File: src/rtl/audio_pkg.sv
// Shared audio-path types: stereo sample layout, DAC feeder FSM states and defaults.
package audio_pkg;

    typedef struct packed {
        logic [15:0] left;
        logic [15:0] right;
    } sample_t;

    typedef enum logic [1:0] {
        IDLE,
        WAIT,
        WRITE,
        HOLD
    } dac_state_t;

    localparam int unsigned DAC_FIFO_DEPTH_DEFAULT = 8;

    function automatic logic [15:0] sat_inc16(input logic [15:0] value);
        return (value == 16'hFFFF) ? value : value + 16'd1;
    endfunction

endpackage

File: src/rtl/sample_fifo.sv
// Synchronous FIFO with occupancy counter; pointers wrap modulo DEPTH, the level tells full from empty.
module sample_fifo #(
    parameter int unsigned DEPTH = 8,
    parameter int unsigned WIDTH = 32
) (
    input  logic                   clk_i,
    input  logic                   rst_ni,
    input  logic                   push_i,
    input  logic [WIDTH-1:0]       wdata_i,
    input  logic                   pop_i,
    output logic [WIDTH-1:0]       rdata_o,
    output logic                   full_o,
    output logic                   empty_o,
    output logic [$clog2(DEPTH):0] level_o
);

    localparam int unsigned AW = $clog2(DEPTH);

    logic [WIDTH-1:0] mem_q [DEPTH];
    logic [AW-1:0]    wr_ptr_q, wr_ptr_d;
    logic [AW-1:0]    rd_ptr_q, rd_ptr_d;
    logic [AW:0]      level_q, level_d;
    logic             do_push, do_pop;

    assign full_o  = (level_q == (AW+1)'(DEPTH));
    assign empty_o = (level_q == '0);
    assign level_o = level_q;
    assign rdata_o = mem_q[rd_ptr_q];

    // Requests against a full/empty FIFO are dropped here so callers need no guard.
    assign do_push = push_i && !full_o;
    assign do_pop  = pop_i && !empty_o;

    always_comb begin
        wr_ptr_d = wr_ptr_q;
        rd_ptr_d = rd_ptr_q;
        level_d  = level_q + (AW+1)'(do_push) - (AW+1)'(do_pop);
        if (do_push) begin
            wr_ptr_d = wr_ptr_q + AW'(1);
        end
        if (do_pop) begin
            rd_ptr_d = rd_ptr_q + AW'(1);
        end
    end

    always_ff @(posedge clk_i or negedge rst_ni) begin
        if (!rst_ni) begin
            wr_ptr_q <= '0;
            rd_ptr_q <= '0;
            level_q  <= '0;
        end else begin
            wr_ptr_q <= wr_ptr_d;
            rd_ptr_q <= rd_ptr_d;
            level_q  <= level_d;
        end
    end

    always_ff @(posedge clk_i) begin
        if (do_push) begin
            mem_q[wr_ptr_q] <= wdata_i;
        end
    end

endmodule

File: src/rtl/dac_feeder.sv
// Buffers producer samples and strobes them into the codec DAC FIFO, filling and counting on underrun.
module dac_feeder
    import audio_pkg::*;
#(
    parameter int unsigned DEPTH         = DAC_FIFO_DEPTH_DEFAULT,
    parameter bit          UNDERRUN_ZERO = 1'b1
) (
    input  logic                   CLK,
    input  logic                   RESET_N,
    input  logic                   AUD_INIT_FINISH,
    input  logic                   AUD_DAC_FULL,
    input  logic [31:0]            SAMPLE_DATA,
    input  logic                   SAMPLE_VALID,
    output logic                   SAMPLE_READY,
    output logic [31:0]            DACDATA,
    output logic                   DAC_WRITE,
    output logic [$clog2(DEPTH):0] FIFO_LEVEL,
    output logic [15:0]            UNDERRUN_COUNT
);

    dac_state_t  state_q, state_d;
    sample_t     dac_q, dac_d;
    sample_t     last_q, last_d;
    logic [15:0] underrun_q, underrun_d;

    logic        fifo_full, fifo_empty, fifo_push, fifo_pop;
    logic [31:0] fifo_rdata;
    sample_t     fill_sample;
    logic        dac_write;

    assign SAMPLE_READY = !fifo_full;
    assign fifo_push    = SAMPLE_VALID && !fifo_full;
    assign fill_sample  = UNDERRUN_ZERO ? sample_t'('0) : last_q;

    sample_fifo #(
        .DEPTH (DEPTH),
        .WIDTH ($bits(sample_t))
    ) u_fifo (
        .clk_i   (CLK),
        .rst_ni  (RESET_N),
        .push_i  (fifo_push),
        .wdata_i (SAMPLE_DATA),
        .pop_i   (fifo_pop),
        .rdata_o (fifo_rdata),
        .full_o  (fifo_full),
        .empty_o (fifo_empty),
        .level_o (FIFO_LEVEL)
    );

    always_comb begin
        state_d    = state_q;
        dac_d      = dac_q;
        last_d     = last_q;
        underrun_d = underrun_q;
        fifo_pop   = 1'b0;
        dac_write  = 1'b0;

        unique case (state_q)
            IDLE: begin
                state_d = WAIT;
            end
            WAIT: begin
                if (!AUD_DAC_FULL) begin
                    state_d = WRITE;
                    if (!fifo_empty) begin
                        fifo_pop = 1'b1;
                        dac_d    = sample_t'(fifo_rdata);
                    end else begin
                        dac_d      = fill_sample;
                        underrun_d = sat_inc16(underrun_q);
                    end
                end
            end
            WRITE: begin
                dac_write = 1'b1;
                last_d    = dac_q;
                state_d   = HOLD;
            end
            HOLD: begin
                state_d = WAIT;
            end
        endcase

        // Losing codec init cancels any in-flight write; a popped sample is simply dropped.
        if (!AUD_INIT_FINISH) begin
            state_d    = IDLE;
            dac_d      = dac_q;
            last_d     = last_q;
            underrun_d = underrun_q;
            fifo_pop   = 1'b0;
            dac_write  = 1'b0;
        end
    end

    always_ff @(posedge CLK or negedge RESET_N) begin
        if (!RESET_N) begin
            state_q    <= IDLE;
            dac_q      <= '0;
            last_q     <= '0;
            underrun_q <= '0;
        end else begin
            state_q    <= state_d;
            dac_q      <= dac_d;
            last_q     <= last_d;
            underrun_q <= underrun_d;
        end
    end

    assign DACDATA        = dac_q;
    assign DAC_WRITE      = dac_write;
    assign UNDERRUN_COUNT = underrun_q;

endmodule

File: config.mk
export PLATFORM = sky130hd
export DESIGN_NAME = dac_feeder
export DESIGN_NICKNAME = d
export VERILOG_FILES = /design/src/rtl/audio_pkg.sv /design/src/rtl/sample_fifo.sv /design/src/rtl/dac_feeder.sv
export SDC_FILE = /design/constraint.sdc
export NUM_CORES = 1
export LEC_CHECK = 0
export BUFFER_PORTS_ARGS = -buffer_cell sky130_fd_sc_hd__buf_2
export CAP_MARGIN = 20
export CORE_UTILIZATION = 38
export CTS_CLUSTER_DIAMETER = 50
export CTS_CLUSTER_SIZE = 20
export DETAILED_ROUTE_END_ITERATION = 10
export PLACE_DENSITY = 0.64
export SYNTH_ARGS = -nofsm -noshare
export SYNTH_HDL_FRONTEND = slang
export SYNTH_SLANG_ARGS = --single-unit
File: constraint.sdc
create_clock -name CLK -period 3.9 [get_ports CLK]
set_input_delay 0 -clock CLK [delete_from_list [all_inputs] [get_ports CLK]]
set_output_delay 0 -clock CLK [all_outputs]
set_load 0.05 [all_outputs]
# ---- Word-level counts from Yosys, hierarchy flattened
# Memories as Yosys holds them, arrays and structs flattened.
# Index checks and enable logic that the tools add are counted.
dict set report word_totals {
  output_inout_bits 54
  mem_count 1
  input_bits 37
  rom_bits 0
  ram_bits 256
  latchBits 0
  reg_bits 60
  word_cells 43
}
# memory words width rd rd_clocked_by_memory_dff write_ports line
set memory_table {}
lappend memory_table {u_fifo.mem_q 8 32 1 0 1 sample_fifo.sv:19} ;# logic [WIDTH-1:0] mem_q [DEPTH];
dict set report classes {
  muxes 12
  n_bitwise 2
  order_cmp 0
  mul 0
  shifts 0
  div 0
  n_addsub 5
  n_reduce_logical 10
  eq_ne 6
}
# op n
set op_table {}
lappend op_table {{32-bit two-way mux} 1}
lappend op_table {{16-bit by 1-bit adder with 16-bit output (second input constant)} 1}
lappend op_table {{16-bit equality test (second input constant)} 1}
lappend op_table {{1-bit two-way mux} 8}
lappend op_table {{3-bit by 1-bit adder with 3-bit output (second input constant)} 2}
lappend op_table {{2-bit one-hot mux with 3 select lines} 1}
lappend op_table {{5-bit AND reduction} 1}
lappend op_table {{4-bit by 1-bit adder with 4-bit output} 1}
lappend op_table {{2-bit equality test (second input constant)} 2}
lappend op_table {{4-bit equality test (second input constant)} 1}
lappend op_table {{4-bit logical NOT} 1}
lappend op_table {{2-bit two-way mux} 2}
lappend op_table {{4-bit by 1-bit subtractor with 4-bit output} 1}
lappend op_table {{1-bit logical AND} 3}
lappend op_table {{3-bit inequality test (second input constant)} 1}
lappend op_table {{3-bit AND reduction} 1}
lappend op_table {{2-bit by 1-bit equality test with 1-bit output (second input constant)} 1}
lappend op_table {{1-bit logical NOT} 2}
lappend op_table {{2-bit logical NOT} 1}
lappend op_table {{1-bit inverter} 2}
lappend op_table {{2-bit OR reduction} 1}

# ---- Logic depth before layout (Yosys ltp)
# Gate-level depths: netlist (run 1).
dict set report depth {
  ltp_word 7
  depth_mapped 11
  depth_no_buf 11
}

# ---- Cells and area by module
# Synthesis (run 1) repeated with hierarchy kept, for this count alone.
dict set report unflattened {
  cells_unflattened 660
  area_unflattened_um2 12618.4
}
# mod cells_each area_each_um2 instances seq_area_each_um2
set by_module_without_submodules {}
lappend by_module_without_submodules {sample_fifo 427 10317.4 1 7937.6}
lappend by_module_without_submodules {dac_feeder 233 2301.0 1 1251.2}

# ---- Worst setup path before layout (run 1)
# Ideal clock, no wire load.
dict set report synth_timing {
  path_type {flip-flop to flip-flop}
  from {register u_fifo.level_q[2] (netlist: u_fifo.level_o[2])}
  to {memory u_fifo.mem_q[0][0], enable pin}
  stages_incl_launch_ff 8
  setup_ps 461
  required_ps 3439
  n_path_buf 1
  arrival_time_ps 4165
  setup_slack_ps -726
  synth_period_minus_slack_ps 4626
  path_cell_list {dfrtp_1 -> inv_1 -> ha_1 -> or3b_1 -> and2_1 -> clkbuf_1 -> nand2b_1 -> nor3_1}
}
dict set report synth_between {
  elab_chain_len 6
}
# item line
set synth_rtl {}
lappend synth_rtl {{from (decl)} sample_fifo.sv:22} ;# logic [AW:0] level_q, level_d;
lappend synth_rtl {{from (signal assigned)} sample_fifo.sv:54} ;# level_q <= level_d;
lappend synth_rtl {{4-bit equality test *} sample_fifo.sv:25} ;# assign full_o = (level_q == (AW+1)'(DEPTH));
lappend synth_rtl {{1-bit logical NOT *} --}
lappend synth_rtl {{named net SAMPLE_READY} dac_feeder.sv:14} ;# output logic SAMPLE_READY,
lappend synth_rtl {{1-bit logical AND} dac_feeder.sv:32} ;# assign fifo_push = SAMPLE_VALID && !fifo_full;
lappend synth_rtl {{1-bit logical AND *} sample_fifo.sv:31} ;# assign do_push = push_i && !full_o;
lappend synth_rtl {{named net u_fifo.do_push} sample_fifo.sv:23} ;# logic do_push, do_pop;
lappend synth_rtl {{1-bit two-way mux *} sample_fifo.sv:59} ;# if (do_push) begin
lappend synth_rtl {{1-bit two-way mux (implied by the code) *} sample_fifo.sv:60} ;# mem_q[wr_ptr_q] <= wdata_i;
lappend synth_rtl {{to (decl)} sample_fifo.sv:19}
# Mark *: on every way through the listed nets, which the timed path passes. The rest lies on a longest branch.

# ---- Worst setup path in the final report (run 1)
dict set report layout_timing {
  from {register u_fifo.level_q[2] (netlist: u_fifo.level_o[2])}
  to {memory u_fifo.mem_q[1][19], enable pin}
}
dict set report layout_between {
  elab_chain_len 6
}
# item line
set layout_rtl {}
lappend layout_rtl {{4-bit equality test *} sample_fifo.sv:25}
lappend layout_rtl {{1-bit logical NOT *} {sample_fifo.sv:31, dac_feeder.sv:32}}
lappend layout_rtl {{1-bit logical AND} dac_feeder.sv:32}
lappend layout_rtl {{1-bit logical AND *} sample_fifo.sv:31}
lappend layout_rtl {{1-bit two-way mux *} sample_fifo.sv:59}
lappend layout_rtl {{1-bit two-way mux (implied by the code) *} sample_fifo.sv:60}
# Every way passes the cells marked *; elsewhere a longest branch is shown, timed or not.

==> results by group, run 1 <==
Run status
  • Status: complete, no violations

Floorplan
  • Initial core utilization: 38.6%
  • Die Wd: 181 um
  • Core Footprint: 31600 um2
  • Die H: 181 um
  • Full die area: 32800 um2
  • I/O pins: 91
  • Num rows: 65

Worst setup path
  • WP data arrival: 2.84 ns
  • Buffers & Inverters on Critical Path: 2
  • CP Data Required Time: 4.16 ns
  • Nature of the critical path endpoint: flip-flop
  • Critical path's largest stage delay: 0.66 ns
  • CP max stage cell: nor3_4
  • Crit-path cells: inv_1 > ha_1 > or3b_1 > and2_1 > nand2_1 > nor3_4 > buf_12
  • Setup CP Type: reg -> reg
  • Critical path's top delay family: simple AND/OR/NAND/NOR gates
  • Largest fanout on the critical path: 21
  • Worst setup SP type: flip-flop

Logic synthesis
  • Synth Net Count: 666
  • Register area share after synthesis: 75.4%
  • Post-synthesis register bit count: 316
  • Main synth FF type: edfxtp_1
  • Synth cell count leaders: edfxtp_1 (256), mux4_2 (64), dfrtp_1 (60)
  • Cell taking the most area after synthesis: edfxtp_1
  • Most common cell in the netlist: edfxtp_1
  • Asr flop ratio synth: 19.0%
  • Post-synth top area share: 63.1%
  • Synth top area cells: edfxtp_1 (63%), dfrtp_1 (12%), mux4_2 (12%), mux2i_1 (2.6%), nand2_1 (1.4%)
  • Syn Std Cell Area: 12200 um2
  • Synth Warn #: 0
  • Synth Instances: 616
  • EDFF count, synth: 256
  • Syn_area_per_cell: 19.8 um2
  • Post-synth cell types: 39

Power
  • Design Power: 10700 uW
  • Static Leak: 0.00537 uW
  • Power Density: 726 nW/um2
  • Peak VDD IR: 0.432 mV

Cells and area
  • Antenna Cells: 0
  • Fillers: 2656
  • Final #Nets: 812
  • Final cell count without fillers: 1188
  • Area used by multi-input combinational logic: 2920 um2
  • Layout cells sized above 1: 30.7%
  • P&R area growth vs syn: 20.6%
  • Sequential Area: 9200 um2
  • Post-layout util: 46.6%

Clock network
  • CTS H-Tree Depth: 1
  • Cts hold-fix bufs: 37
  • CTS resizes: 0
  • CTS clk-pin slew, worst paths: 0.08 ns
  • Total clock sinks: 316
  • Post-CTS setup buffers: 0
  • Worst-Skew Late Latency: 0.57 ns
  • Clock buffer count from CTS: 30
  • CTS tree: yes
  • CTS root buffer: clkbuf_16
  • Clock Path Buffers: 3

Timing
  • Final Hold Fails: 0
  • Worst Tran Pin Value: 1.02 ns
  • Max-slew violation count: 0
  • Unrepaired setup endpoints after global routing: false
  • Worst relative slew slack: 32.3%
  • Final setup viols: 0
  • Final min period: 2.58 ns
  • Tcrit/Tclk final: 66.2%
  • Setup TNS: 0 ns
  • Worst Clk Skew: 0.0227 ns
  • Highest Clock Rate: 388 MHz
  • Final worst slack: 1.32 ns

Detailed routing
  • Post-DR vias/cell: 4.99
  • DR pass1 iterations: 4
  • DRT iter0 DRCs: 330
  • Routed len/inst: 19.6 um
  • Post-route DRC: 0
  • Via Count: 5933
  • Final ANT Viol Nets: 0
  • Detailed Route WL: 23300 um

Global routing
  • Initial antenna violation count: 0
  • Largest net degree at the start of global routing: 66
  • First-pass GRT wire length: 36700 um
  • GR Overflow Total: 0
  • Overall routing resource usage: 14.5%
  • Vias in the first global route: 6196

Min path
  • Hold Crit Class: in -> async

Placement
  • Post-Place Worst Slack: 1.29 ns
  • PortBufs: 90
  • Dpl hpwl: 13400 um
  • Final GP Congestion: 0.741
  • Placed insts: 1095

Run
  • Max-Cap Viols: 0
## flip-flops by register name, summed over array words and instances, names as in the netlist
register	cells
UNDERRUN_COUNT	16
u_fifo.level_o	4
DACDATA	32
u_fifo.mem_q	256
u_fifo.rd_ptr_q	3
state_q	2
u_fifo.wr_ptr_q	3
## final cells by class
type	instances	area share [%]
Tap cell	402	3.42
Clock buffer	30	5.11
Multi-Input combinational cell	263	19.8
Sequential cell	316	62.6
Clock inverter	26	2.24
Inverter	11	0.281
Timing Repair Buffer	140	6.52
## placed cells by master (no fill, tap or decap), types with 4 or more instances in the layout
master	n
nand3_1	6
dfrtp_1	57
buf_2	89
o21ai_1	29
inv_6	5
clkinv_8	9
edfxtp_1	256
nand2_1	45
nor2_4	6
ha_1	12
mux4_2	64
clkbuf_16	30
inv_1	11
xnor2_1	5
xor2_1	16
mux2i_1	32
nor3_1	4
inv_8	4
dlygate4sd3_1	37
buf_4	11
nor4_1	4
## routing by layer
metal  GRT usage [%]  up-vias  share of wire (%)
met1            20.8     3029                 47
met3            2.66       32                4.0
met2            23.1      131                 47
li1                -     2741                  -
met4            3.19        0                1.8
met5               0        -                  0
## per-stage QoR
| stage | instance area (um2) | hold WS (ns) |
|---|---|---|
| 2_1_floorplan | 12200 | -0.296 |
| 3_3_place_gp | 13300 | 0.179 |
| 3_5_place_dp | 13300 | 0.185 |
| 4_1_cts | 14700 | 0.121 |
| 5_1_grt | 14700 | 0.182 |
| 6_report | 14700 | 0.0945 |
## final timing paths
path	from	to	slack, ns	cells past startpoint
max	u_fifo.level_o[2]	u_fifo.mem_q[1][19]	1.32	7
min	RESET_N	DACDATA[23]	0.09	2
max reg2reg	u_fifo.level_o[2]	u_fifo.mem_q[1][19]	1.32	7
min reg2reg	DACDATA[11]	DACDATA[11]	0.48	2
max in group asynchronous	RESET_N	u_fifo.rd_ptr_q[0]	3.18	2
min in group CLK	SAMPLE_DATA[0]	u_fifo.mem_q[1][0]	0.24	2
## kinds of logic (layout without fill, tap and decap cells)
group / count (synthesis) / after routing / synth area share (%)
compound gates: 37 / 37 / 1.64
xor+xnor: 21 / 21 / 1.51
fa+ha+maj: 13 / 13 / 1.40
buf+inv: 37 / 207 / 1.25
flops: 316 / 316 / 75.4
mux: 98 / 98 / 14.6
simple gates: 94 / 94 / 4.18
## where the power goes
part	internal (uW)	switching [uW]
Clock	1590	1470
Sequential	4290	569
Combinational	1170	1600
Total	7050	3630
No activity file was read; power rests on OpenSTA's default activity.
==> run 2, diff against run 1 <==
==> constraint.sdc (replaced) <==
create_clock -name CLK -period 2.3 [get_ports CLK]
set_input_delay 0 -clock CLK [delete_from_list [all_inputs] [get_ports CLK]]
set_output_delay 0 -clock CLK [all_outputs]
set_load 0.05 [all_outputs]
==> run 2 against run 1 <==
- via count increased by 3.5%
- non-clock buffer count increased by 29
- fmax increased by 16%
- sequential cell count unchanged
- largest cell class unchanged
- power increased by 71%
- critical path type unchanged
- register-to-register slack got worse by 1.2 ns
- core utilization increased by 0.90 points
- sequential share of layout area decreased by 1.2 points
- critical path depth increased by 5
- sequential power increased by 60%
- first-iteration DRC count increased by 36%
==> results by group, run 2 (synthesis results as in run 1) <==
Cells and area
  • Largest register FFs: 256 (unchanged)
  • Commonest non-fill, non-tap cells in the layout: edfxtp_1 (256), buf_2 (89), mux4_2 (64)
  • Most common cell after layout, fill and taps aside: edfxtp_1
  • Final #Nets: 840 (+3.4%)
  • Layout cells sized above 1: 35.0% (+4.3 points)
  • Post-layout util: 47.5% (+0.90 points)
  • Final cell count without fillers: 1215 (+2.3%)
  • Biggest register: u_fifo.mem_q
  • P&R area growth vs syn: 22.9%

Worst setup path
  • Setup CP Type: reg -> reg
  • Worst path depth: 12 (+5)
  • R2R depth: 12 (+5)
  • Largest fanout on the critical path: 2 (-90%)
  • CP Data Required Time: 2.76 ns (-1.40 ns)
  • Buffers & Inverters on Critical Path: 4 (+2)
  • Crit-path cells: inv_2 > ha_4 > or3b_4 > nand2_4 > inv_4 > ha_4 > inv_2 > ha_2 > buf_4 > a21o_1 > a21oi_2 > xor2_1
  • Critical path's top delay family: adder cells
  • Worst setup SP type: flip-flop
  • CP max stage cell: dfrtp_2
  • Nature of the critical path endpoint: flip-flop
  • WP data arrival: 2.69 ns (-0.15 ns)
  • Critical path's largest stage delay: 0.41 ns (-0.25 ns)

Min path
  • Hold Crit Class: in -> async

Floorplan
  • I/O pins: 91 (unchanged)
  • Initial core utilization: 38.6% (unchanged)
  • Die Wd: 181 um (unchanged)
  • Full die area: 32800 um2 (unchanged)
  • Core Footprint: 31600 um2 (unchanged)
  • Die H: 181 um (unchanged)
  • Num rows: 65 (unchanged)

Placement
  • Placed insts: 1120 (+2.3%)
  • Dpl hpwl: 14800 um (+11%)
  • PortBufs: 90 (unchanged)
  • Final GP Congestion: 0.790 (+6.6%)

Timing
  • Max-slew violation count: 0 (unchanged)
  • Tcrit/Tclk final: 96.9% (+31 points)
  • Highest Clock Rate: 449 MHz (+16%)
  • Worst Tran Pin Value: 0.468 ns (-0.548 ns)
  • Final min period: 2.23 ns (-0.351 ns)
  • Worst hold slack: 0.0330 ns (-0.0615 ns)
  • Worst relative slew slack: 68.7% (+36 points)
  • Setup TNS: 0 ns (unchanged)
  • Final setup viols: 0 (unchanged)
  • Worst Clk Skew: 0.0157 ns (-0.00699 ns)
  • Final Hold Fails: 0 (unchanged)

Detailed routing
  • Detailed Route WL: 24500 um (+5.0%)
  • DRT iter0 DRCs: 448 (+36%)
  • Via Count: 6141 (+3.5%)
  • Post-route DRC: 0 (unchanged)
  • Routed len/inst: 20.1 um (+2.7%)
  • DR pass1 iterations: 5 (+1)
  • Post-DR vias/cell: 5.05 (+1.2%)
  • Final ANT Viol Nets: 0 (unchanged)

Power
  • Power Density: 1220 nW/um2 (+68%)
  • Internal Power: 12100 uW (+71%)
  • Combinational share of power: 30.9% (+5.0 points)
  • Peak VDD IR: 0.639 mV (+48%)
  • Reg power frac: 42.5% (-3.0 points)
  • Switching share of power: 34.0% (+0.035 points)
  • Static Leak: 0.00551 uW (+2.6%)
  • NetSw: 6220 uW (+71%)
  • Power share of the clock group: 26.6% (-2.0 points)

Clock network
  • CTS clk-pin slew, worst paths: 0.08 ns (about the same)
  • CTS root buffer: clkbuf_16
  • CTS tree: yes
  • Clock Path Buffers: 3 (unchanged)
  • CTS H-Tree Depth: 1 (unchanged)
  • Clock buffer count from CTS: 29 (-3.3%)
  • Worst-Skew Late Latency: 0.55 ns (-0.02 ns)
  • Total clock sinks: 316 (unchanged)

Global routing
  • First-pass GRT wire length: 38600 um (+5.3%)
  • Overall routing resource usage: 15.3% (+0.81 points)
  • Initial antenna violation count: 1 (+1)
  • GR Overflow Total: 0 (unchanged)
  • Largest net degree at the start of global routing: 66 (unchanged)
  • Vias in the first global route: 6564 (+5.9%)

Run status
  • Status: complete, no violations

Run
  • Max-Cap Viols: 0 (unchanged)
-- run 2: routing by layer --
layer | share of wire (%) | global-route usage, % | wire [um] | vias up
met2 | 49 | 25.6 | 12000 | 141
li1 | - | - | - | 2794
met5 | 0 | 0 | 0 | -
met1 | 45 | 21.3 | 11000 | 3174
met4 | 1.4 | 3.22 | 340 | 0
met3 | 4.6 | 2.46 | 1130 | 32
-- run 2: final cells by class --
| cell class | instances | area, um2 |
|---|---|---|
| inverters | 11 | 43.8 |
| clock inverters | 24 | 264 |
| multi-input cells | 263 | 2980 |
| flip-flops and latches | 316 | 9200 |
| fillers | 2646 | 16600 |
| well taps | 402 | 503 |
| diodes | 1 | 2.50 |
| clock buffers | 29 | 726 |
| repair buffers | 169 | 1260 |
-- run 2: what timing repair did --
item,CTS,global route
resized for setup,2,10
cloned,0,0
buffers inserted,2,1
endpoints found under the hold margin,322,0
endpoints found under the setup margin,2,3
hold buffers,38,0
pin swaps,0,2
-- run 2: worst register-to-register path, cell delays in order (launching register included) --
cell and delay [ns]:
dfrtp_2 0.41, inv_2 0.08, ha_4 0.13, or3b_4 0.39
nand2_4 0.10, inv_4 0.04, ha_4 0.25, inv_2 0.03
ha_2 0.16, buf_4 0.12, a21o_1 0.16, a21oi_2 0.15
xor2_1 0.14
-- run 2: power by group through the flow --
stage / clock [uW] / combinational [uW] / sequential (uW)
after floorplan: 0 / 2960 / 8770
after global placement: 0 / 5570 / 7860
after detailed placement: 0 / 5600 / 7900
after CTS: 4970 / 5710 / 7780
after global routing: 5170 / 6090 / 7880
final: 4850 / 5650 / 7760
-- run 2: path summary, 6_finish.rpt --
| path | startpoint | endpoint | slack, ns |
|---|---|---|---|
| max in group asynchronous | RESET_N | DACDATA[23] | 2.00 |
| max reg2reg | u_fifo.level_o[2] | u_fifo.level_o[3] | 0.07 |
| max | u_fifo.level_o[2] | u_fifo.level_o[3] | 0.07 |
| min | RESET_N | UNDERRUN_COUNT[13] | 0.03 |
| min reg2reg | DACDATA[12] | DACDATA[12] | 0.48 |
| min in group CLK | SAMPLE_DATA[6] | u_fifo.mem_q[3][6] | 0.25 |
-- run 2: per-stage QoR --
step,setup slack (ns),power (uW),cell area (um2)
6_report,0.0707,18300,15000
5_1_grt,-0.00294,19100,15000
4_1_cts,-0.00812,18500,14900
3_5_place_dp,-0.0169,13500,13500
3_3_place_gp,0.0382,13400,13500
2_1_floorplan,-0.449,11700,12300
==> run 3, diff against run 2 <==
--- a/config.mk
+++ b/config.mk
@@ -12,6 +12,8 @@
 export CTS_CLUSTER_SIZE = 20
 export DETAILED_ROUTE_END_ITERATION = 10
 export PLACE_DENSITY = 0.64
+export SETUP_SLACK_MARGIN = 0.5
 export SYNTH_ARGS = -nofsm -noshare
 export SYNTH_HDL_FRONTEND = slang
+export SYNTH_HIERARCHICAL = 1
 export SYNTH_SLANG_ARGS = --single-unit
==> run 3 against run 2 <==
- the flow now finishes with violations (setup timing)
- hold slack gained 0.026 ns
- non-clock buffer count grew 112
- worst setup slack lost 0.072 ns
- first-iteration DRC count grew 27%
- register-to-register slack lost 0.07 ns
- final area grew 19%
- sequential share of layout area shrank 10 points
- combinational power grew 72%
==> results by group, run 3 <==
Run status
  • Status: finished, violations left
  • Failing checks: setup timing

Clock network
  • CTS tree: yes
  • Total clock sinks: 316 (unchanged)
  • CTS H-Tree Depth: 1 (unchanged)
  • CTS clk-pin slew, worst paths: 0.07 ns (about the same)
  • CTS root buffer: clkbuf_16
  • Worst-Skew Late Latency: 0.55 ns (about the same)
  • Clock Path Buffers: 3 (unchanged)
  • Clock buffer count from CTS: 27 (-6.9%)

Cells and area
  • Final #Nets: 992 (+18%)
  • Commonest non-fill, non-tap cells in the layout: edfxtp_1 (256), buf_2 (88), mux4_2 (60)
  • Layout cells sized above 1: 50.9% (+16 points)
  • Final cell count without fillers: 1404 (+16%)
  • Final instance area: 17900 um2 (+19%)
  • P&R area growth vs syn: 41.8%
  • Most common cell after layout, fill and taps aside: edfxtp_1
  • Fillers: 2427 (-8.3%)
  • Biggest register: u_fifo/mem_q
  • Largest register FFs: 256 (unchanged)

Global routing
  • First-pass GRT wire length: 46900 um (+21%)
  • Initial antenna violation count: 1 (unchanged)
  • Largest net degree at the start of global routing: 65 (-1.5%)
  • Vias in the first global route: 7406 (+13%)
  • Overall routing resource usage: 18.9% (+3.6 points)
  • GR Overflow Total: 0 (unchanged)

Timing
  • Worst relative slew slack: 48.6% (-20 points)
  • Setup TNS: -0.000885 ns (-0.000885 ns)
  • Tcrit/Tclk final: 100% (+3.1 points)
  • Max-slew violation count: 0 (unchanged)
  • Final Hold Fails: 0 (unchanged)
  • Worst Tran Pin Value: 0.770 ns (+0.302 ns)
  • Final worst slack: -0.000885 ns (-0.0716 ns)
  • Worst Clk Skew: 0.0264 ns (+0.0107 ns)
  • Final min period: 2.30 ns (+0.0716 ns)
  • Worst hold slack: 0.0588 ns (+0.0258 ns)
  • Highest Clock Rate: 435 MHz (-3.1%)
  • Unrepaired setup endpoints after global routing: true
  • Final setup viols: 1 (+1)

Placement
  • Final GP Congestion: 0.761 (-3.7%)
  • Area post-placement: 14100 um2 (+4.1%)
  • Placed insts: 1209 (+7.9%)
  • PortBufs: 90 (unchanged)
  • Post-Place Worst Slack: -0.0438 ns (-0.0268 ns)
  • Dpl hpwl: 15400 um (+3.6%)

Detailed routing
  • DR pass1 iterations: 5 (unchanged)
  • Met2 WL: 15500 um (+29%)
  • Via Count: 7148 (+16%)
  • Detailed Route WL: 31400 um (+28%)
  • Post-route DRC: 0 (unchanged)
  • DRT met1 WL: 13500 um (+23%)
  • Routed wl met3: 1560 um (+38%)
  • Post-DR vias/cell: 5.09 (+0.73%)
  • Routed len/inst: 22.4 um (+11%)
  • DRT iter0 DRCs: 567 (+27%)
  • Highest metal used: met4
  • Final ANT Viol Nets: 0 (unchanged)

Worst setup path
  • Setup CP Type: reg -> reg
  • Crit-path cells: ha_4 > or3b_4 > inv_4 > nor2b_4 > nand2_4 > buf_4 > buf_8 > buf_12 > nor3_4 > buf_6 > buf_16
  • R2R Path Start: u_fifo/level_o[3]
  • Crit path launch: u_fifo/level_o[3]
  • WP data arrival: 2.56 ns (-0.13 ns)
  • Critical path's largest stage delay: 0.44 ns (+0.03 ns)
  • R2R depth: 11 (-1)
  • Largest fanout on the critical path: 6 (+4)
  • Nature of the critical path endpoint: flip-flop
  • Worst Setup EP: u_fifo/mem_q[2][2]
  • R2R Path End: u_fifo/mem_q[2][2]
  • CP max stage cell: dfrtp_2
  • CP Data Required Time: 2.56 ns (-0.20 ns)
  • Flop2flop setup slack: -0.0009 ns (-0.07 ns)
  • Worst setup SP type: flip-flop

Floorplan
  • Core Footprint: 32600 um2 (+3.4%)
  • Die Wd: 184 um (+1.7%)
  • Num rows: 66 (+1.5%)
  • Full die area: 33900 um2 (+3.5%)
  • Die H: 184 um (+1.7%)
  • I/O pins: 91 (unchanged)
  • Initial core utilization: 38.7% (+0.056 points)

Logic synthesis
  • Register area share after synthesis: 72.8% (-2.6 points)
  • Post-synth top area share: 60.9% (-2.1 points)
  • Synth cell count leaders: edfxtp_1 (256), dfrtp_1 (60), nand2_1 (45)
  • Syn Std Cell Area: 12600 um2 (+3.5%)
  • Synth Net Count: 710 (+6.6%)
  • Synth top area cells: edfxtp_1 (61%), dfrtp_1 (12%), mux4_2 (7.0%), mux4_1 (5.2%), mux2_2 (3.4%)
  • Cell taking the most area after synthesis: edfxtp_1
  • EDFF count, synth: 256 (unchanged)
  • Synth Instances: 660 (+7.1%)
  • Most common cell in the netlist: edfxtp_1
  • Asr flop ratio synth: 19.0% (unchanged)
  • Post-synth cell types: 40 (+2.6%)
  • Post-synthesis register bit count: 316 (unchanged)
  • Main synth FF type: edfxtp_1
  • Syn_area_per_cell: 19.1 um2 (-3.4%)
  • Synth Warn #: 6 (+6)

Power
  • Switching share of power: 33.4% (-0.66 points)
  • Combinational share of power: 43.4% (+13 points)
  • Static Leak: 0.00677 uW (+23%)
  • Peak VDD IR: 0.780 mV (+22%)
  • Power share of the clock group: 21.5% (-5.1 points)
  • Power Density: 1250 nW/um2 (+2.4%)
  • NetSw: 7460 uW (+20%)
  • Reg power frac: 35.1% (-7.4 points)
  • Internal Power: 14900 uW (+24%)

Min path
  • Hold Crit Class: in -> async

Run
  • Max-Cap Viols: 0 (unchanged)
## run 3: changes by cell type after synthesis, sizes merged, moves of 2 or more
cell    delta
mux2      +36
nor4       -3
mux2i     -31
xor2       -3
nor3       +2
o21ai      +2
nand2b    +32
nor2       +5
and4       +2
inv        +3
## run 3: per-layer routing
metal	up-vias	track usage [%]
li1	3168	-
met1	3713	25.9
met2	215	30.8
met3	52	3.22
met4	0	5.70
met5	-	0
## run 3: kinds of logic (layout without fill, tap and decap cells)
family	Yosys count	count (layout)	synth area share [%]
buf+inv	42	343	1.86
flops	316	316	72.8
compound gates	38	38	1.61
simple gates	131	131	5.54
xor+xnor	17	17	1.18
mux	103	103	15.6
other cells	0	1	0
fa+ha+maj	13	13	1.35
## run 3: final cells by class
cell class	instances	area (um2)	share of cell area (%)
Sequential cell	316	9200	51.4
Multi-Input combinational cell	302	3850	21.5
Timing Repair Buffer	281	3290	18.4
Clock buffer	29	683	3.82
Tap cell	442	553	3.09
Clock inverter	19	249	1.39
Inverter	14	60.1	0.336
Antenna cell	1	2.50	0.0140
## run 3: what timing repair did
item,CTS,global route
hold endpoints to repair,306,0
endpoints found under the setup margin,309,313
hold buffers,36,0
setup buffers,67,15
gates cloned,27,1
gates resized for setup,216,90
pin swaps,24,21
## run 3: how the worst min path moves through the flow
stage | start | to | slack, ns | cells past startpoint
2_1_floorplan | RESET_N | DACDATA[0] | -0.30 | 0
3_3_place_gp | RESET_N | DACDATA[6] | 0.13 | 1
3_5_place_dp | RESET_N | DACDATA[6] | 0.13 | 1
4_1_cts | SAMPLE_VALID | u_fifo/wr_ptr_q[2] | 0.07 | 6
5_1_grt | RESET_N | DACDATA[6] | 0.14 | 2
6_report | RESET_N | DACDATA[6] | 0.06 | 2
## run 3: worst max-delay path, delay by kind of cell, from the launching register on
family,cells,cell delay [ns]
and+or+nand+nor,4,0.64
adders and majority gates,1,0.17
buffers and inverters,6,0.77
DFF,1,0.44
## run 3: power by group through the flow
stage / registers (uW) / clock network, uW / logic [uW]
detailed placement: 7920 / 0 / 6370
CTS: 7810 / 4880 / 8990
global placement: 7880 / 0 / 6340
global route: 7950 / 5100 / 10200
floorplan: 8790 / 0 / 3500
finish: 7840 / 4800 / 9690
## run 3: per-stage QoR
stage	total power [uW]	util, %
6_report	22300	54.9
5_1_grt	23300	54.9
2_1_floorplan	12300	-
3_5_place_dp	14300	43.2
3_3_place_gp	14200	43.2
4_1_cts	21700	53.2
